`config.mk`:
```
export PLATFORM = sky130hd
export DESIGN_NAME = motion_bbox_tracker_flat
export DESIGN_NICKNAME = d
export VERILOG_FILES = /design/src/rtl/motion_bbox_tracker_if.sv /design/src/rtl/motion_bbox_tracker.sv /design/src/flat_wrapper.sv
export SDC_FILE = /design/constraint.sdc
export NUM_CORES = 1
export LEC_CHECK = 0
export CAP_MARGIN = 20
export CORE_ASPECT_RATIO = 0.5
export CORE_MARGIN = 2
export CORE_UTILIZATION = 45
export CTS_CLUSTER_DIAMETER = 100
export DETAILED_ROUTE_END_ITERATION = 8
export PLACE_DENSITY = 0.63
export SYNTH_ARGS = -nofsm -noshare
export SYNTH_HDL_FRONTEND = slang
export SYNTH_SLANG_ARGS = --single-unit
```
`constraint.sdc`:
```
create_clock -name sys_clk -period 4.25 [get_ports sys_clk]
set_input_delay 0.85 -clock sys_clk [delete_from_list [all_inputs] [get_ports sys_clk]]
set_output_delay 0.85 -clock sys_clk [all_outputs]
set_load 0.005 [all_outputs]
```
`src/rtl/motion_bbox_tracker_if.sv`:
```
// motion_bbox_tracker_if
// Binary motion-mask pixel stream from the frame-difference stage.
// Signals:
//   per_frame_vsync  frame envelope, high for the whole frame
//   per_frame_href   line valid
//   per_frame_clken  pixel strobe
//   per_img_Bit      motion pixel, 1 = foreground
// Modports: master drives the stream, slave consumes it.
interface motion_bbox_tracker_if;
   logic per_frame_vsync;
   logic per_frame_href;
   logic per_frame_clken;
   logic per_img_Bit;

   modport master (output per_frame_vsync, per_frame_href, per_frame_clken, per_img_Bit);
   modport slave  (input  per_frame_vsync, per_frame_href, per_frame_clken, per_img_Bit);
endinterface

```
`src/rtl/motion_bbox_tracker.sv`:
```
// motion_bbox_tracker
// Groups foreground pixels of a binary motion mask into up to MAX_TARGET
// bounding boxes per frame (proximity merge) and publishes the finished
// boxes once per frame, just after vsync falls.
// Ports:
//   sys_clk, sys_rst_n      clock, asynchronous active-low reset
//   pix_if                  slave side of the mask stream (vsync/href/clken/bit)
//   target_valid            one-cycle pulse when the result registers update
//   target_num, target_mask reported box count and per-slot valid flags
//   target_left/right       column bounds, slot k at [k*X_W +: X_W]
//   target_top/bottom       row bounds, slot k at [k*Y_W +: Y_W]
//   target_overflow         previous frame had foreground pixels with no free slot
module motion_bbox_tracker #(
   parameter int MAX_TARGET = 4,
   parameter int X_W        = 11,
   parameter int Y_W        = 10,
   parameter int MERGE_DIST = 8,
   parameter int MIN_PIXELS = 16
) (
   input  logic                      sys_clk,
   input  logic                      sys_rst_n,
   motion_bbox_tracker_if.slave      pix_if,
   output logic                      target_valid,
   output logic [3:0]                target_num,
   output logic [MAX_TARGET-1:0]     target_mask,
   output logic [MAX_TARGET*X_W-1:0] target_left,
   output logic [MAX_TARGET*X_W-1:0] target_right,
   output logic [MAX_TARGET*Y_W-1:0] target_top,
   output logic [MAX_TARGET*Y_W-1:0] target_bottom,
   output logic                      target_overflow
);

   typedef enum logic [1:0] {
      S_IDLE    = 2'd0,
      S_ACTIVE  = 2'd1,
      S_PUBLISH = 2'd2
   } state_e;

   localparam logic [X_W:0]            MD_X    = (X_W+1)'(MERGE_DIST);
   localparam logic [Y_W:0]            MD_Y    = (Y_W+1)'(MERGE_DIST);
   localparam logic [15:0]             MIN_CNT = 16'(MIN_PIXELS);
   localparam logic [X_W-1:0]          X_ONE   = X_W'(1);
   localparam logic [Y_W-1:0]          Y_ONE   = Y_W'(1);
   localparam logic [MAX_TARGET-1:0]   ONE_M   = MAX_TARGET'(1);

   state_e                  state_q, state_d;
   logic                    vsync_q, href_q;
   logic                    vs_rise_s, vs_fall_s, href_fall_s;
   logic                    frame_start_s, accept_s, pix_fg_s;
   logic [X_W-1:0]          x_q;
   logic [Y_W-1:0]          y_q;
   logic [MAX_TARGET-1:0]   occ_q, match_s, hit_oh_s, free_oh_s, rep_s;
   logic [X_W-1:0]          left_q   [MAX_TARGET];
   logic [X_W-1:0]          right_q  [MAX_TARGET];
   logic [Y_W-1:0]          top_q    [MAX_TARGET];
   logic [Y_W-1:0]          bottom_q [MAX_TARGET];
   logic [15:0]             cnt_q    [MAX_TARGET];
   logic                    ovf_q;
   logic [3:0]              num_s;

   assign vs_rise_s     = pix_if.per_frame_vsync & ~vsync_q;
   assign vs_fall_s     = ~pix_if.per_frame_vsync & vsync_q;
   assign href_fall_s   = ~pix_if.per_frame_href & href_q;
   assign frame_start_s = (state_q == S_IDLE) & vs_rise_s;
   assign accept_s      = (state_q == S_ACTIVE) & pix_if.per_frame_href
                        & pix_if.per_frame_clken & ~vs_fall_s;
   assign pix_fg_s      = accept_s & pix_if.per_img_Bit;

   // Lowest-index matching slot, and lowest-index free slot, as one-hot masks.
   assign hit_oh_s  = match_s & (~match_s + ONE_M);
   assign free_oh_s = ~occ_q & (occ_q + ONE_M);

   // Edge-detect history. vsync history resets high so a frame already in
   // progress when reset releases never looks like a fresh frame start.
   always_ff @(posedge sys_clk or negedge sys_rst_n) begin
      if (!sys_rst_n) begin
         vsync_q <= 1'b1;
         href_q  <= 1'b0;
      end else begin
         vsync_q <= pix_if.per_frame_vsync;
         href_q  <= pix_if.per_frame_href;
      end
   end

   // FSM state register.
   always_ff @(posedge sys_clk or negedge sys_rst_n) begin
      if (!sys_rst_n) begin
         state_q <= S_IDLE;
      end else begin
         state_q <= state_d;
      end
   end

   // FSM next state.
   always_comb begin
      state_d = state_q;
      case (state_q)
         S_IDLE: begin
            if (vs_rise_s) state_d = S_ACTIVE;
            else           state_d = S_IDLE;
         end
         S_ACTIVE: begin
            if (vs_fall_s) state_d = S_PUBLISH;
            else           state_d = S_ACTIVE;
         end
         S_PUBLISH: state_d = S_IDLE;
         default:   state_d = S_IDLE;
      endcase
   end

   // Proximity match per slot (one bit wider so x = 0 cannot wrap), report
   // flags and their population count.
   always_comb begin
      match_s = '0;
      rep_s   = '0;
      num_s   = 4'd0;
      for (int k = 0; k < MAX_TARGET; k++) begin
         match_s[k] = occ_q[k]
                    && (({1'b0, x_q} + MD_X) >= {1'b0, left_q[k]})
                    && ({1'b0, x_q} <= ({1'b0, right_q[k]} + MD_X))
                    && ({1'b0, y_q} <= ({1'b0, bottom_q[k]} + MD_Y));
         rep_s[k]   = occ_q[k] && (cnt_q[k] >= MIN_CNT);
         num_s      = num_s + {3'b000, rep_s[k]};
      end
   end

   // Raster coordinates of the pixel currently on the input, saturating.
   always_ff @(posedge sys_clk or negedge sys_rst_n) begin
      if (!sys_rst_n) begin
         x_q <= '0;
         y_q <= '0;
      end else if (frame_start_s) begin
         x_q <= '0;
         y_q <= '0;
      end else if ((state_q == S_ACTIVE) && href_fall_s) begin
         x_q <= '0;
         y_q <= (&y_q) ? y_q : (y_q + Y_ONE);
      end else if (accept_s) begin
         x_q <= (&x_q) ? x_q : (x_q + X_ONE);
      end
   end

   // Slot table: cleared at frame start, grown or allocated per foreground pixel.
   always_ff @(posedge sys_clk or negedge sys_rst_n) begin
      if (!sys_rst_n) begin
         occ_q <= '0;
         ovf_q <= 1'b0;
         for (int k = 0; k < MAX_TARGET; k++) begin
            left_q[k]   <= '0;
            right_q[k]  <= '0;
            top_q[k]    <= '0;
            bottom_q[k] <= '0;
            cnt_q[k]    <= 16'd0;
         end
      end else if (frame_start_s) begin
         occ_q <= '0;
         ovf_q <= 1'b0;
         for (int k = 0; k < MAX_TARGET; k++) begin
            left_q[k]   <= '0;
            right_q[k]  <= '0;
            top_q[k]    <= '0;
            bottom_q[k] <= '0;
            cnt_q[k]    <= 16'd0;
         end
      end else if (pix_fg_s) begin
         // Pixels arrive in raster order, so top never moves after allocation.
         if (!(|match_s) && (&occ_q)) ovf_q <= 1'b1;
         for (int k = 0; k < MAX_TARGET; k++) begin
            if (hit_oh_s[k]) begin
               if (x_q < left_q[k])     left_q[k]   <= x_q;
               if (x_q > right_q[k])    right_q[k]  <= x_q;
               if (y_q > bottom_q[k])   bottom_q[k] <= y_q;
               if (cnt_q[k] != 16'hFFFF) cnt_q[k]   <= cnt_q[k] + 16'd1;
            end else if (!(|match_s) && free_oh_s[k]) begin
               occ_q[k]    <= 1'b1;
               left_q[k]   <= x_q;
               right_q[k]  <= x_q;
               top_q[k]    <= y_q;
               bottom_q[k] <= y_q;
               cnt_q[k]    <= 16'd1;
            end
         end
      end
   end

   // Result registers: loaded in the PUBLISH cycle, held until the next one.
   always_ff @(posedge sys_clk or negedge sys_rst_n) begin
      if (!sys_rst_n) begin
         target_valid    <= 1'b0;
         target_num      <= 4'd0;
         target_mask     <= '0;
         target_left     <= '0;
         target_right    <= '0;
         target_top      <= '0;
         target_bottom   <= '0;
         target_overflow <= 1'b0;
      end else begin
         target_valid <= (state_q == S_PUBLISH);
         if (state_q == S_PUBLISH) begin
            target_mask     <= rep_s;
            target_num      <= num_s;
            target_overflow <= ovf_q;
            for (int k = 0; k < MAX_TARGET; k++) begin
               target_left[k*X_W +: X_W]   <= rep_s[k] ? left_q[k]   : '0;
               target_right[k*X_W +: X_W]  <= rep_s[k] ? right_q[k]  : '0;
               target_top[k*Y_W +: Y_W]    <= rep_s[k] ? top_q[k]    : '0;
               target_bottom[k*Y_W +: Y_W] <= rep_s[k] ? bottom_q[k] : '0;
            end
         end
      end
   end

endmodule

```
`src/flat_wrapper.sv`:
```
// flat-port wrapper written by rule: the top's interface ports become plain ports
module motion_bbox_tracker_flat 
#(
   parameter int MAX_TARGET = 4,
   parameter int X_W        = 11,
   parameter int Y_W        = 10,
   parameter int MERGE_DIST = 8,
   parameter int MIN_PIXELS = 16
)
  (sys_clk, sys_rst_n, target_valid, target_num, target_mask, target_left, target_right, target_top, target_bottom, target_overflow, pix_if_per_frame_vsync, pix_if_per_frame_href, pix_if_per_frame_clken, pix_if_per_img_Bit);
  motion_bbox_tracker_if pix_if_i ();
  input  logic sys_clk;
  input  logic sys_rst_n;
  output logic target_valid;
  output logic [3:0] target_num;
  output logic [MAX_TARGET-1:0] target_mask;
  output logic [MAX_TARGET*X_W-1:0] target_left;
  output logic [MAX_TARGET*X_W-1:0] target_right;
  output logic [MAX_TARGET*Y_W-1:0] target_top;
  output logic [MAX_TARGET*Y_W-1:0] target_bottom;
  output logic target_overflow;
  input wire logic [$bits(pix_if_i.per_frame_vsync)-1:0] pix_if_per_frame_vsync;
  input wire logic [$bits(pix_if_i.per_frame_href)-1:0] pix_if_per_frame_href;
  input wire logic [$bits(pix_if_i.per_frame_clken)-1:0] pix_if_per_frame_clken;
  input wire logic [$bits(pix_if_i.per_img_Bit)-1:0] pix_if_per_img_Bit;
  assign pix_if_i.per_frame_vsync = pix_if_per_frame_vsync;
  assign pix_if_i.per_frame_href = pix_if_per_frame_href;
  assign pix_if_i.per_frame_clken = pix_if_per_frame_clken;
  assign pix_if_i.per_img_Bit = pix_if_per_img_Bit;
  motion_bbox_tracker #(.MAX_TARGET(MAX_TARGET), .X_W(X_W), .Y_W(Y_W), .MERGE_DIST(MERGE_DIST), .MIN_PIXELS(MIN_PIXELS)) u_core (.sys_clk(sys_clk), .sys_rst_n(sys_rst_n), .pix_if(pix_if_i), .target_valid(target_valid), .target_num(target_num), .target_mask(target_mask), .target_left(target_left), .target_right(target_right), .target_top(target_top), .target_bottom(target_bottom), .target_overflow(target_overflow));
endmodule
```
==> metrics.txt <==
top cell type by total area after synthesis dfrtp_1; fin. max-slew vios 0; vias in the first global route 20300; peak supply drop 0.250 mV; synthesized cell area 25100 um^2; ys flop type dfrtp_1; TritonCTS buffer count 42; Post-synth ARST share 100%; number of clock sinks 439; number of synthesized flops with an enable pin 0; largest net degree at the start of global routing 129; CTS tree yes; core footprint 55300 um^2; fillers 5038; GRT Total Usage 25.7%; first-pass GRT wire length 116000 um; Hold WC Path Type primary input to async pin; top cell type's share of synthesized area 43.7%; fin crit period 4.09 ns; HPWL Detailed 52800 um; routed vias/inst 5.64; via count 20900; Avg Inst Size Synth 9.32 um^2; CTS root buffer clkbuf_16; startpoint types flip-flop; DRC viols 0; clock tree buffer depth 3; total grt overflow 0; final non-filler cell total 3704; setup violators final 0; Diodes inserted 0; Slew headroom 45.8%; Total Power 10.1 mW; row cnt 61; Pwr Density 337 nW/um^2; placed insts 3619; initial antenna violation count 0; maximum clock frequency 244 MHz; synthesis-stage register bit count 439; initial DRC count 1593; CP endpoint kind flip-flop; critical path type flip-flop to flip-flop; H-tree lvl count 2; DRT Wirelength 74000 um; max-cap violations 0; static leakage power 13.5 nW; DIE HEIGHT 171 um; GP Congestion 0.887; Synth cell types 87; slew at the pin closest to its max-slew limit 0.813 ns; drt pass-1 iters 6; CP Max Fanout 8; final net count 3164; crit path DAT 4.52 ns; Final WS setup 0.157 ns; I/O Buffers 182; post-synth net total 2937; CTS clk-pin slew, worst paths 0.07 ns; Worst Clk Skew 0.0173 ns; part of the cycle the worst path needs 96.3%; Worst EP required 4.68 ns; Initial Util 45.3%; register area share after synthesis 43.8%; Final Hold Viols 0; Final Core Density 54.3%; die footprint 57700 um^2; Area contributors post-synth dfrtp_1 44%, ha_1 12%, nand2_1 6.3%; Yosys warning total 0; later-pin clock latency in the skew report 0.57 ns; post-detailed-route wirelength per cell 20.0 um; Die X 338 um; Post-Synthesis Cells 2689; Hold WS 0.304 ns; DP Worst Slack 0.0224 ns; DRT antenna net count 0; P&R area growth vs syn 19.9%; I/O pin count 184; layout cells sized above 1 9.50%; status complete, no violations
area by class of cell:
type	count	area (um^2)	area share, %
clock buffers	53	1210	4.01
clock inverters	23	264	0.879
inverters	179	672	2.24
multi-input cells	1942	13000	43.2
flip-flops and latches	439	11000	36.6
well taps	756	946	3.15
repair buffers	312	3000	9.98
logic make-up (layout without fill, tap and decap cells):
logic type               count (synthesis)  in the layout  synth area share (%)
multiplexers                            75             75                  3.05
XOR/XNOR                                59             59                  2.06
other                                    1              1                0.0150
AO/OA/AOI/OAI                          650            650                  16.8
buffers and inverters                  308            567                  4.95
adder cells (fa/ha/maj)                242            242                  12.1
AND/OR/NAND/NOR                        915            915                  17.2
flip-flops                             439            439                  43.8
synthesized netlist by cell type (19+ instances only):
cell / n
a21o_1: 31
a21oi_1: 100
and3_1: 49
buf_2: 19
clkbuf_1: 92
dfrtp_1: 438
ha_1: 241
inv_1: 176
mux2i_1: 63
nand2_1: 420
nand2b_1: 31
nand3_1: 128
nand4_1: 33
nor2_1: 119
nor3_1: 38
nor4_1: 21
o21a_1: 19
o21ai_0: 203
o21ai_1: 36
o31ai_1: 162
xnor2_1: 58
per-stage QoR:
step           area, um^2  TNS (ns)
2_1_floorplan       25100         0
3_3_place_gp        28400         0
3_5_place_dp        28400         0
4_1_cts             29900         0
5_1_grt             30100   -0.0308
6_report            30100         0
worst max-delay path: stages (launching register included):
cell	delay, ns
dfrtp_1	0.39
ha_1	0.22
nand3_2	0.08
or3_1	0.39
xnor2_2	0.25
ha_1	0.29
and3_1	0.18
a221o_1	0.34
a311oi_1	0.40
or4b_4	0.28
nand2_4	0.10
nor4_4	0.32
buf_12	0.17
o32ai_2	0.07
buf_4	0.16
buf_4	0.18
mux2i_1	0.13
cell usage in the layout (no fill, tap or decap), types with 45 or more instances in the layout:
cell	synthesis	routed
mux2i_1	63	63
nor2_1	119	119
and3_1	49	49
nand2_1	420	416
xnor2_1	58	56
inv_1	176	175
buf_4	6	113
a21oi_1	100	98
clkdlybuf4s50_1	0	181
dfrtp_1	438	437
o21ai_0	203	202
nand3_1	128	127
o31ai_1	162	161
clkbuf_16	0	45
ha_1	241	241
power by group:
part	internal (mW)	total (mW)	switching, mW
Sequential	4.27	4.41	0.143
Clock	2.33	4.07	1.74
Combinational	0.622	1.66	1.03
sequential cells by signal, indices dropped and copies added, names as in the netlist, 10 cells and up:
register,cells
u_core.bottom_q,40
u_core.cnt_q,64
u_core.left_q,44
u_core.right_q,44
u_core.target_bottom,40
u_core.target_left,44
u_core.target_right,44
u_core.target_top,40
u_core.top_q,40
u_core.x_q,11
u_core.y_q,10
final timing paths:
kind | start | to | slack, ns | cells after the start
worst min-delay path | sys_rst_n | u_core.top_q[13] | 0.30 | 1
worst max register to register | u_core.x_q[3] | u_core.left_q[30] | 0.16 | 16
worst min register to register | u_core.target_right[23] | u_core.target_right[23] | 0.47 | 2
min in group sys_clk | u_core.target_right[23] | u_core.target_right[23] | 0.47 | 2
worst max-delay path | u_core.x_q[3] | u_core.left_q[30] | 0.16 | 16
max in group asynchronous | sys_rst_n | u_core.target_top[39] | 3.00 | 2
repair_timing:
action | CTS | global route
buffers inserted | 0 | 8
setup endpoints to repair | 0 | 168
hold buffers | 0 | 0
resized for setup | 0 | 15
metal layers:
layer | GRT usage [%] | share of wire [%]
met2 | 40.8 | 46
met3 | 4.49 | 5.9
met5 | 0 | 0
met4 | 6.03 | 1.9
met1 | 36.5 | 46
No activity file was read; power rests on OpenSTA's default activity.
==> patch: new RTL, config.mk and constraints unchanged <==
`X_W` is set to 11 in 2 places; all go to 22.
--- a/src/rtl/motion_bbox_tracker.sv
+++ b/src/rtl/motion_bbox_tracker.sv
@@ -14,3 +14,3 @@
    parameter int MAX_TARGET = 4,
-   parameter int X_W        = 11,
+   parameter int X_W        = 22,
    parameter int Y_W        = 10,
--- a/src/flat_wrapper.sv
+++ b/src/flat_wrapper.sv
@@ -4,3 +4,3 @@
    parameter int MAX_TARGET = 4,
-   parameter int X_W        = 11,
+   parameter int X_W        = 22,
    parameter int Y_W        = 10,
Ports: changed (resized target_left and target_right); port bits go from 184 to 272. The function was not compared with the original's and may differ.
==> patch against the original RTL <==
The flow now finishes with violations (setup timing); sequential share of layout area decreased by 3.4 points; design area up 57%; critical path depth up 5; clock power is 39% higher; clock skew is 19 ps higher; sequential cell count up 187; first-iteration DRC count grew 76%; non-clock buffer count increased by 340; hold slack worse by 100 ps; setup slack got worse by 440 ps; power increased by 42%; synthesized area increased by 48%; routed wire length rose by 68%; highest routed layer unchanged.
==> patch: results (changes against the original RTL) <==
r2r_cells: 21  # +5
crit_fanout: 6  # -2
grt_pass1_wl_microns: 189800  # +64%
clk_latency_ps: 670  # +100 ps
io_buffer_count: 270  # +48%
placed_area_sq_mm: 0.04304  # +51%
wl_met2_microns: 57560  # +70%
wirelength_microns: 124000  # +68%
place_ws_ps: -401.2  # -423.6 ps
synth_compound_area_share_pct: 15.89  # -0.87 points
drtIter0Drc: 2799  # +76%
syn-instance-count: 3868  # +44%
stdcell_count: 5532  # +49%
synthTopCellsByCount: "625 x dfrtp_1, 536 x nand2_1, 417 x ha_1, 248 x inv_1, 227 x o31ai_1"
synthAdderAreaFrac_pct: 14.11  # +2.0 points
clockRootBuffer: "clkbuf_16"
synth.area.top_cells: "dfrtp_1 42%, ha_1 14%, nand2_1 5.4%"
yosysWarnings: 0  # unchanged
cts_made_buffers: 58  # +38%
async_flop_share_pct: 100.0  # unchanged
grt_max_degree: 187  # +45%
worst_slew_pin_slew_ps: 1005  # +192.8 ps
synth_fp_nets: 4292  # +46%
peakVddDrop_v: 0.0003126  # +25%
crit_start: "u_core.x_q[4]"
synthMuxAreaShare_pct: 4.768  # +1.7 points
diodes: 0  # unchanged
hold_slack_ps: 200.5  # -103.0 ps
antenna_found_initial: 0  # unchanged
skew_ps: 35.86  # +18.57 ps
drive_gt1_share_pct: 15.69  # +6.2 points
synth_xor_area_share_pct: 2.950  # +0.89 points
fillers: 7038  # +40%
r2r_end: "u_core.right_q[68]"
dp_cells: 5348  # +48%
cp-end-kind: "flip-flop"
fin_nets: 4810  # +52%
vias: 31917  # +53%
arrival_ps: 5090  # +570 ps
power.density_mw_per_mm2: 303.6  # -10%
tns_ps: -34660  # -34660 ps
wirelength_met1_microns: 54530  # +59%
synth_cell_type_count: 92  # +5.7%
leakagePower_nw: 21.96  # +62%
finalWeightedCongestion: 0.9541  # +7.6%
wl_met3_microns: 8298  # +90%
path_clk_slew_ps: 70  # about the same
setup_violations: 257  # +257
grtUsageMet3_pct: 4.215  # -0.27 points
grt_use_total_pct: 28.52  # +2.9 points
status: "finished, violations left"
violations: "setup timing"
hpwl_microns: 89080  # +69%
yosysSeqAreaShare_pct: 42.22  # -1.6 points
use_met1_pct: 39.95  # +3.4 points
gr-usage-met2_pct: 45.87  # +5.1 points
setup_slack_ps: -280.3  # -437.6 ps
clock_path_buffers: 3  # unchanged
[patch: cell count changes in the layout (fill, tap and decap cells not counted), sizes merged, moves of 56 or more]
| cell | delta |
|---|---|
| o31ai | +66 |
| nor2 | +61 |
| nand2 | +116 |
| buf | +250 |
| a21oi | +89 |
| dfrtp | +187 |
| inv | +72 |
| ha | +176 |
| mux2i | +107 |
| a21o | +56 |
| clkdlybuf4s50 | +88 |
[patch: power by group]
group          internal, W  switching, W
Combinational     0.000948       0.00148
Sequential         0.00607      0.000187
Clock              0.00317       0.00250
[patch: cells by family after synthesis]
| kind of cell | Yosys count |
|---|---|
| AO/OA/AOI/OAI | 899 |
| XOR/XNOR | 125 |
| adder cells (fa/ha/maj) | 418 |
| buffers and inverters | 448 |
| flip-flops | 626 |
| multiplexers | 176 |
| other | 1 |
| AND/OR/NAND/NOR | 1175 |
[patch: cell type report]
cell class | instances | share of cell area, %
flip-flops and latches | 626 | 33.17
repair buffers | 652 | 13.54
clock inverters | 24 | 0.7624
multi-input cells | 2796 | 44.09
clock buffers | 80 | 3.521
well taps | 1102 | 2.917
inverters | 252 | 2.001
[patch: worst max-delay path, stage by stage, from the launching register on]
cell and delay [ps]:
dfrtp_2 430, buf_6 120, buf_4 120, buf_4 120
buf_4 180, nand3_1 140, xnor2_2 100, buf_4 150
buf_4 150, ha_1 290, a21oi_1 150, o21ai_0 100
a21oi_1 250, nor4b_4 90, o311a_1 390, and2_4 200
or4_4 480, and2_4 230, a21oi_4 250, buf_12 160
buf_16 120, mux2i_1 180
[patch: what timing repair did]
action                                  in CTS  in global routing
endpoints found under the hold margin        0                  0
buffers inserted                            49                 25
resized for setup                          128                177
endpoints found under the setup margin     310                325
cloned                                      10                  7
pin swaps                                   53                 72
